File: config.mk
export PLATFORM = sky130hd
export DESIGN_NAME = id_ex_pipe_reg
export DESIGN_NICKNAME = d
export VERILOG_FILES = /design/src/rtl/id_ex_pkg.sv /design/src/rtl/pipe_skid_buf.sv /design/src/rtl/id_ex_pipe_reg.sv
export SDC_FILE = /design/constraint.sdc
export NUM_CORES = 1
export LEC_CHECK = 0
export ABC_AREA = 1
export BUFFER_PORTS_ARGS = -buffer_cell sky130_fd_sc_hd__buf_2
export CAP_MARGIN = 20
export CORE_MARGIN = 2
export CORE_UTILIZATION = 59
export DETAILED_ROUTE_END_ITERATION = 6
export HOLD_SLACK_MARGIN = 0.08
export PLACE_DENSITY = 0.85
export SKIP_LAST_GASP = 1
export SYNTH_ARGS = -nofsm -noshare
export SYNTH_HDL_FRONTEND = slang
export SYNTH_SLANG_ARGS = --single-unit
File: constraint.sdc
create_clock -name clk -period 2.2 [get_ports clk]
set_input_delay 0.22 -clock clk [delete_from_list [all_inputs] [get_ports clk]]
set_output_delay 0.22 -clock clk [all_outputs]
set_load 0.01 [all_outputs]
File: src/rtl/id_ex_pkg.sv
// id_ex_pkg: shared widths, payload structs and the control bubble for the ID/EX register
package id_ex_pkg;
    localparam int ID_EX_DATA_W  = 8;
    localparam int ID_EX_RADDR_W = 5;
    localparam int ID_EX_ALUOP_W = 2;

    typedef struct packed {
        logic                     memwrite;
        logic                     memread;
        logic                     memtoreg;
        logic                     Alusrc;
        logic                     regwrite;
        logic [ID_EX_ALUOP_W-1:0] Aluop;
    } id_ex_ctrl_t;

    typedef struct packed {
        logic [ID_EX_RADDR_W-1:0] rd;
        logic [ID_EX_DATA_W-1:0]  readdata1;
        logic [ID_EX_DATA_W-1:0]  readdata2;
        logic [ID_EX_DATA_W-1:0]  imm_data;
        logic [2:0]               func_3;
        logic [6:0]               func_7;
    } id_ex_data_t;

    localparam id_ex_ctrl_t CTRL_BUBBLE = '0;
endpackage

File: src/rtl/pipe_skid_buf.sv
// pipe_skid_buf: 2-entry valid/ready skid buffer with registered ready, flush and sync reset
module pipe_skid_buf #(
    parameter int W = 8
) (
    input  logic         clk,
    input  logic         reset,
    input  logic         flush,
    input  logic         in_valid,
    output logic         in_ready,
    input  logic [W-1:0] in_data,
    output logic         out_valid,
    input  logic         out_ready,
    output logic [W-1:0] out_data,
    output logic [1:0]   occupancy
);
    logic         main_valid, skid_valid;
    logic [W-1:0] main_data, skid_data;
    logic         accept, main_free;

    assign accept    = in_valid & in_ready;
    assign main_free = !main_valid || out_ready;
    assign out_valid = main_valid;
    assign out_data  = main_data;
    assign occupancy = {1'b0, main_valid} + {1'b0, skid_valid};

    always_ff @(posedge clk) begin
        if (reset) begin
            main_valid <= 1'b0;
            skid_valid <= 1'b0;
            main_data  <= '0;
            skid_data  <= '0;
            in_ready   <= 1'b1;
        end else if (flush) begin
            main_valid <= 1'b0;
            skid_valid <= 1'b0;
            in_ready   <= 1'b1;
        end else if (main_free) begin
            // skid always has priority; in_ready=0 guarantees no accept collides with it
            main_valid <= skid_valid || accept;
            main_data  <= skid_valid ? skid_data : accept ? in_data : main_data;
            skid_valid <= 1'b0;
            in_ready   <= 1'b1;
        end else if (accept) begin
            skid_data  <= in_data;
            skid_valid <= 1'b1;
            in_ready   <= 1'b0;
        end
    end
endmodule

File: src/rtl/id_ex_pipe_reg.sv
// id_ex_pipe_reg: ID/EX pipeline register with skid back-pressure, flush and control bubble masking
module id_ex_pipe_reg
    import id_ex_pkg::*;
#(
    parameter int DATA_W  = ID_EX_DATA_W,
    parameter int RADDR_W = ID_EX_RADDR_W,
    parameter int ALUOP_W = ID_EX_ALUOP_W
) (
    input  logic               clk,
    input  logic               reset,
    input  logic               flush,
    input  logic               in_valid,
    output logic               in_ready,
    input  logic               memwrite_in,
    input  logic               memread_in,
    input  logic               memtoreg_in,
    input  logic               Alusrc_in,
    input  logic               regwrite_in,
    input  logic [ALUOP_W-1:0] Aluop_in,
    input  logic [RADDR_W-1:0] rd_in,
    input  logic [DATA_W-1:0]  readdata1_in,
    input  logic [DATA_W-1:0]  readdata2_in,
    input  logic [DATA_W-1:0]  imm_data_in,
    input  logic [2:0]         func_in3,
    input  logic [6:0]         func_in7,
    output logic               out_valid,
    input  logic               out_ready,
    output logic               memwrite,
    output logic               memread,
    output logic               memtoreg,
    output logic               Alusrc,
    output logic               regwrite,
    output logic [ALUOP_W-1:0] Aluop,
    output logic [RADDR_W-1:0] rd,
    output logic [DATA_W-1:0]  readdata1,
    output logic [DATA_W-1:0]  readdata2,
    output logic [DATA_W-1:0]  imm_data,
    output logic [2:0]         func_3,
    output logic [6:0]         func_7,
    output logic [1:0]         occupancy
);
    localparam int PW = $bits(id_ex_ctrl_t) + $bits(id_ex_data_t);

    id_ex_ctrl_t   ctrl_in, ctrl_q, ctrl_out;
    id_ex_data_t   data_in, data_q;
    logic [PW-1:0] payload_q;

    assign ctrl_in = '{memwrite: memwrite_in, memread: memread_in, memtoreg: memtoreg_in,
                       Alusrc: Alusrc_in, regwrite: regwrite_in, Aluop: Aluop_in};
    assign data_in = '{rd: rd_in, readdata1: readdata1_in, readdata2: readdata2_in,
                       imm_data: imm_data_in, func_3: func_in3, func_7: func_in7};

    pipe_skid_buf #(.W(PW)) u_buf (
        .clk      (clk),
        .reset    (reset),
        .flush    (flush),
        .in_valid (in_valid),
        .in_ready (in_ready),
        .in_data  ({ctrl_in, data_in}),
        .out_valid(out_valid),
        .out_ready(out_ready),
        .out_data (payload_q),
        .occupancy(occupancy)
    );

    assign {ctrl_q, data_q} = payload_q;
    // data fields may go stale when empty, but control must never leak through a bubble
    assign ctrl_out  = out_valid ? ctrl_q : CTRL_BUBBLE;
    assign memwrite  = ctrl_out.memwrite;
    assign memread   = ctrl_out.memread;
    assign memtoreg  = ctrl_out.memtoreg;
    assign Alusrc    = ctrl_out.Alusrc;
    assign regwrite  = ctrl_out.regwrite;
    assign Aluop     = ctrl_out.Aluop;
    assign rd        = data_q.rd;
    assign readdata1 = data_q.readdata1;
    assign readdata2 = data_q.readdata2;
    assign imm_data  = data_q.imm_data;
    assign func_3    = data_q.func_3;
    assign func_7    = data_q.func_7;
endmodule

== Yosys cells after proc, flatten, opt, wreduce, memory -nomap -nowiden ==
Index checks and enable logic that the tools add are counted.
Storage, ports and cells
  input bits: 51
  logic and storage cells: 20
  bits in registers: 95
  output and inout port bits: 50
Cells by class
  add/subtract/negate cells: 1
  muxes and demuxes: 3
  bitwise operators: 3
  reductions and logical operators: 8
Operators by type and width (number)
  $mux W46: 2
  $mux W7: 1
  $reduce_and A3 Y1: 2
  $reduce_or A3 Y1: 1
  $add A1 B1 Y2: 1
  $logic_or A1 B1 Y1: 2
  $not A1 Y1: 2
  $reduce_bool A2 Y1: 1
  $reduce_or A2 Y1: 1
  $and A1 B1 Y1: 1
  $logic_not A1 Y1: 1

== Depth between registers and ports, before layout ==
  word-level depth: 4
  gate-level depth with buffers: 9

== Modules after synthesis ==
From an unflattened synthesis, not the netlist that was laid out.
Unflattened totals
  cells, all modules: 723
  area total of the unflattened synthesis: 4503.1 µm²
Modules (own cells, without submodules)
  pipe_skid_buf: times used 1, area an instance 4450.5 µm², cells an instance 709
  id_ex_pipe_reg: times used 1, area an instance 52.6 µm², cells an instance 14

== Worst setup path before layout ==
OpenSTA, ideal clock, no wires.
  path type: reg2reg
  start point: reg u_buf.main_valid, in the netlist u_buf.out_valid
  end point: reg u_buf.skid_data[10]
  setup slack: 0.896 ns
  library setup time: 0.111 ns
  data required time: 2.089 ns
  stages on the path, launching flop included: 9
  buffers on the path: 3
  period minus slack after synthesis: 1.304 ns
  arrival: 1.193 ns
  path through: dfxtp_1 > buf_4 > nand2_4 > inv_1 > buf_4 > buf_2 > nand3_1 > nand2_1 > nor2_1
On the way
  cells in the longest elaborated chain, start to end: 4
Ends and longest elaborated chain
  start, declared: RTL line pipe_skid_buf.sv:16  | logic main_valid, skid_valid;
  start signal, assigned: RTL line pipe_skid_buf.sv:39  | main_valid <= skid_valid || accept;
  $logic_not A1 Y1: RTL line pipe_skid_buf.sv:21  | assign main_free = !main_valid || out_ready;
  $logic_or A1 B1 Y1: RTL line pipe_skid_buf.sv:21
  $not A1 Y1 (no source line)
  $reduce_and A3 Y1 (no source line)
  end signal, assigned: RTL line pipe_skid_buf.sv:44  | skid_data <= in_data;
  end, declared: RTL line pipe_skid_buf.sv:17  | logic [W-1:0] main_data, skid_data;
No other way between the ends.
A chain may end at the register's enable or synchronous reset.

== Final worst setup path ==
  start point: reg u_buf.skid_valid
  end point: out occupancy[0]
On the way
  cells in the longest elaborated chain, start to end: 1
Ends and longest elaborated chain
  start, declared: RTL line pipe_skid_buf.sv:16
  start signal, assigned: RTL line pipe_skid_buf.sv:29  | skid_valid <= 1'b0;
  start signal, assigned: RTL line pipe_skid_buf.sv:35  | skid_valid <= 1'b0;
  start signal, assigned: RTL line pipe_skid_buf.sv:41  | skid_valid <= 1'b0;
  $add A1 B1 Y2: RTL line pipe_skid_buf.sv:24  | assign occupancy = {1'b0, main_valid} + {1'b0, skid_valid};
  end, declared: RTL line id_ex_pipe_reg.sv:40  | output logic [1:0] occupancy
No other way between the ends.

==> summary.md <==
| Metric | Value |
|---|---|
| Outcome | `finished, final reports clean` |
| GPL Wtd Cong | `0.7865` |
| Antenna Violating Nets Remaining | `0` |
| Post-Route WL | `slightly above 10 mm` |
| # fillers | `~700` |
| Syn nets | `just over 800` |
| Post-synthesis cell area | `roughly 0.0048 mm²` |
| CTS resizes | `0` |
| Skew final | `0.008651 ns` |
| Share of power burned in registers | `0.502` |
| Top_reg_cell synth | `dfxtp_1` |
| Worst-path clk slew | `0.09 ns` |
| PD cells | `roughly 700 mW/mm²` |
| Hold Crit Class | `in -> reg` |
| Vias per cell | `4.866` |
| Sink Count | `between 90 and 100` |
| Starting density of the core | `0.6162` |
| CP peak stage delay | `~0.6 ns` |
| Clock share of power | `0.373` |
| Slew margin rel. | `0.6475` |
| Top area cells in the synthesized netlist | `dfxtp_1 40%, nand2_1 15%, nor2_1 15%, inv_1 8.0%, buf_4 6.6%` |
| Fin nets | `about 860` |
| Fraction of layout cells with a size suffix above 1 | `0.1658` |
| Flop2flop setup slack | `roughly 0.63 ns` |
| Grt total ovfl | `0` |
| Share of the synthesized area in the top cell type | `0.3953` |
| Seq. cell area | `0.001903 mm²` |
| Final period utilization | `0.7491` |
| Worst-Margin Slew | `about 0.53 ns` |
| Synth warn | `0` |
| Worst Path Max Fanout | `26` |
| Tmin final | `between 1.5 and 2 ns` |
| Post-CTS Setup Inserts | `0` |
| Worst EP required | `a little under 2 ns` |
| Max-cap violations | `0` |
| Hold Buf Count CTS | `0` |
| Root Driver | `clkbuf_8` |
| CTS Buf Count | `9` |
| # port buffers | `100` |
| VDD IR max | `between 0.0004 and 0.0005 V` |
| First-pass GRT wire length | `17.71 mm` |
| Gr usage total | `0.2490` |
| FFs w/ async S/R, synth | `0` |
| Final setup viols | `0` |
| Synthesis-stage register bit count | `95` |
| Chip height | `94.30 µm` |
| Gate power share | `0.125` |
| Sw frac | `0.2532` |
| DRC viols | `0` |
| RSZ-0062 raised after global routing | `no` |
| Post-route insts no fill | `910` |
| Setup CP Type | `reg -> out` |
| Critical Path AT | `roughly 1.4 ns` |
| Fmax | `~610 MHz` |
| Yosys top cell by area | `dfxtp_1` |
| Site Rows | `32` |
| Crit-path cells | `ha_1 -> buf_2` |
| Initial antenna violation count | `0` |
| Top-count cell post-synth | `nand2_1` |
| Core footprint | `0.007807 mm²` |
| Initial drt markers | `246` |
| Half-perimeter wire length after placement | `around 7 mm` |
| Via count | `4428` |
| Critical path endpoint category | `output pin` |
| Synth cell types | `18` |
| Pleak | `0.002844 µW` |
| Pins Over Slew Limit | `0` |
| Hold WS | `approximately 0.16 ns` |
| Clk buf depth | `2` |
| CTS tree | `built` |
| Synth-to-Final Area Change | `8.687%` |
| Mean post-synth cell area | `approximately 6.3 µm²` |
| Number of global-route vias before repair | `between 4k and 5k` |
| Die Area | `roughly 0.0089 mm²` |
| Largest net degree at the start of global routing | `53` |
| Hold Vio Cnt, Final | `0` |
| Clk Latency, worst-skew pair | `between 0.3 and 0.4 ns` |
| Power Internal | `2723 µW` |
| Cells after DPL | `slightly below 900` |
| Post-synth top cells | `196 x nand2_1, 186 x nor2_1, 103 x inv_1` |
| Pre-antenna DRT Iters | `6` |
| Sequential area share after synthesis | `0.3953` |
| Routed len/inst | `~11 µm` |
| Die W | `between 90 and 100 µm` |
| Number of I/O pins | `approximately 100` |
| Setup tns final | `0 ns` |
| H-tree levels | `3` |
| Slowest CP cell | `dfxtp_2` |
| P_sw | `approximately 900 µW` |
| Synthesized instance count | `roughly 760` |
| Tot Pwr | `3647 µW` |
| Multi-input logic area | `between 0.0015 and 0.002 mm²` |
| Worst setup SP type | `register` |
| Ant diodes | `0` |
| Post-synth EDFFs | `0` |
==> path summary, 6_finish.rpt <==
kind | depth (start not counted) | from | to
max | 2 | u_buf.skid_valid$_SDFFE_PP0P_ | occupancy[0]
min | 3 | reset | u_buf.in_ready$_SDFFE_PP1P_
max reg2reg | 6 | u_buf.out_valid$_SDFFE_PP0P_ | u_buf.out_data[6]$_SDFFE_PP0P_
min reg2reg | 2 | u_buf.skid_data[22]$_SDFFE_PP0P_ | u_buf.skid_data[22]$_SDFFE_PP0P_
==> metrics by stage <==
stage,util,instance area (µm²),worst slack [ns]
after global routing,0.6697,5229,0.4515
final,0.6697,5229,0.5519
after detailed placement,0.6393,4991,0.6465
after CTS,0.6697,5229,0.5432
after global placement,0.6393,4991,0.7356
after floorplan,-,4811,0.8960
==> critical path, delay by kind of cell (launching register included) <==
family     cells  cell delay [ns]
buf+inv        1             0.15
fa+ha+maj      1             0.31
flops          1             0.60
==> cells in the final DEF (no fill, tap or decap), types with 3 or more instances in the layout <==
| cell | Yosys | final |
|---|---|---|
| nand2_1 | 196 | 196 |
| bufinv_16 | 0 | 3 |
| buf_2 | 16 | 100 |
| o21ai_0 | 46 | 46 |
| dfxtp_1 | 95 | 94 |
| clkbuf_8 | 0 | 9 |
| inv_1 | 103 | 102 |
| nor2_1 | 186 | 186 |
| nand3_1 | 47 | 47 |
| buf_4 | 42 | 11 |
==> power groups by stage <==
stage / Combinational (µW) / Sequential [µW] / Clock [µW]
6_report: 454 / 1830 / 1360
3_3_place_gp: 438 / 1870 / 0
4_1_cts: 457 / 1830 / 1380
2_1_floorplan: 378 / 1860 / 0
3_5_place_dp: 453 / 1870 / 0
5_1_grt: 524 / 1840 / 1460
==> sequential cells by signal, indices dropped and copies added, names as in the netlist <==
signal / flops
u_buf.skid_data: 46
u_buf.out_valid: 1
u_buf.out_data: 46
u_buf.in_ready: 1
u_buf.skid_valid: 1
==> routing by layer <==
layer | up-vias | wire length (µm) | share of wire | global-route usage
met4 | 0 | 170 | 0.016 | 0.1002
met2 | 134 | 4973 | 0.48 | 0.4369
met1 | 1989 | 4545 | 0.44 | 0.2963
met3 | 18 | 640 | 0.062 | 0.05297
li1 | 2287 | - | - | -
met5 | - | 0 | 0 | 0
==> cell families (layout without fill, tap and decap cells) <==
family | Yosys count | count (layout) | share of synthesized area
buffers and inverters | 187 | 232 | 0.1969
AND/OR/NAND/NOR | 434 | 434 | 0.3574
adder cells (fa/ha/maj) | 1 | 1 | 0.002600
AO/OA/AOI/OAI | 46 | 46 | 0.04785
flip-flops | 95 | 95 | 0.3953
==> area by class of cell <==
type,instances,share of cell area
clock buffers,11,0.02513
clock inverters,5,0.02034
inverters,104,0.07466
multi-input cells,481,0.3762
flip-flops and latches,95,0.3640
well taps,102,0.02441
repair buffers,112,0.1153
Power figures use the tool's default switching activity.
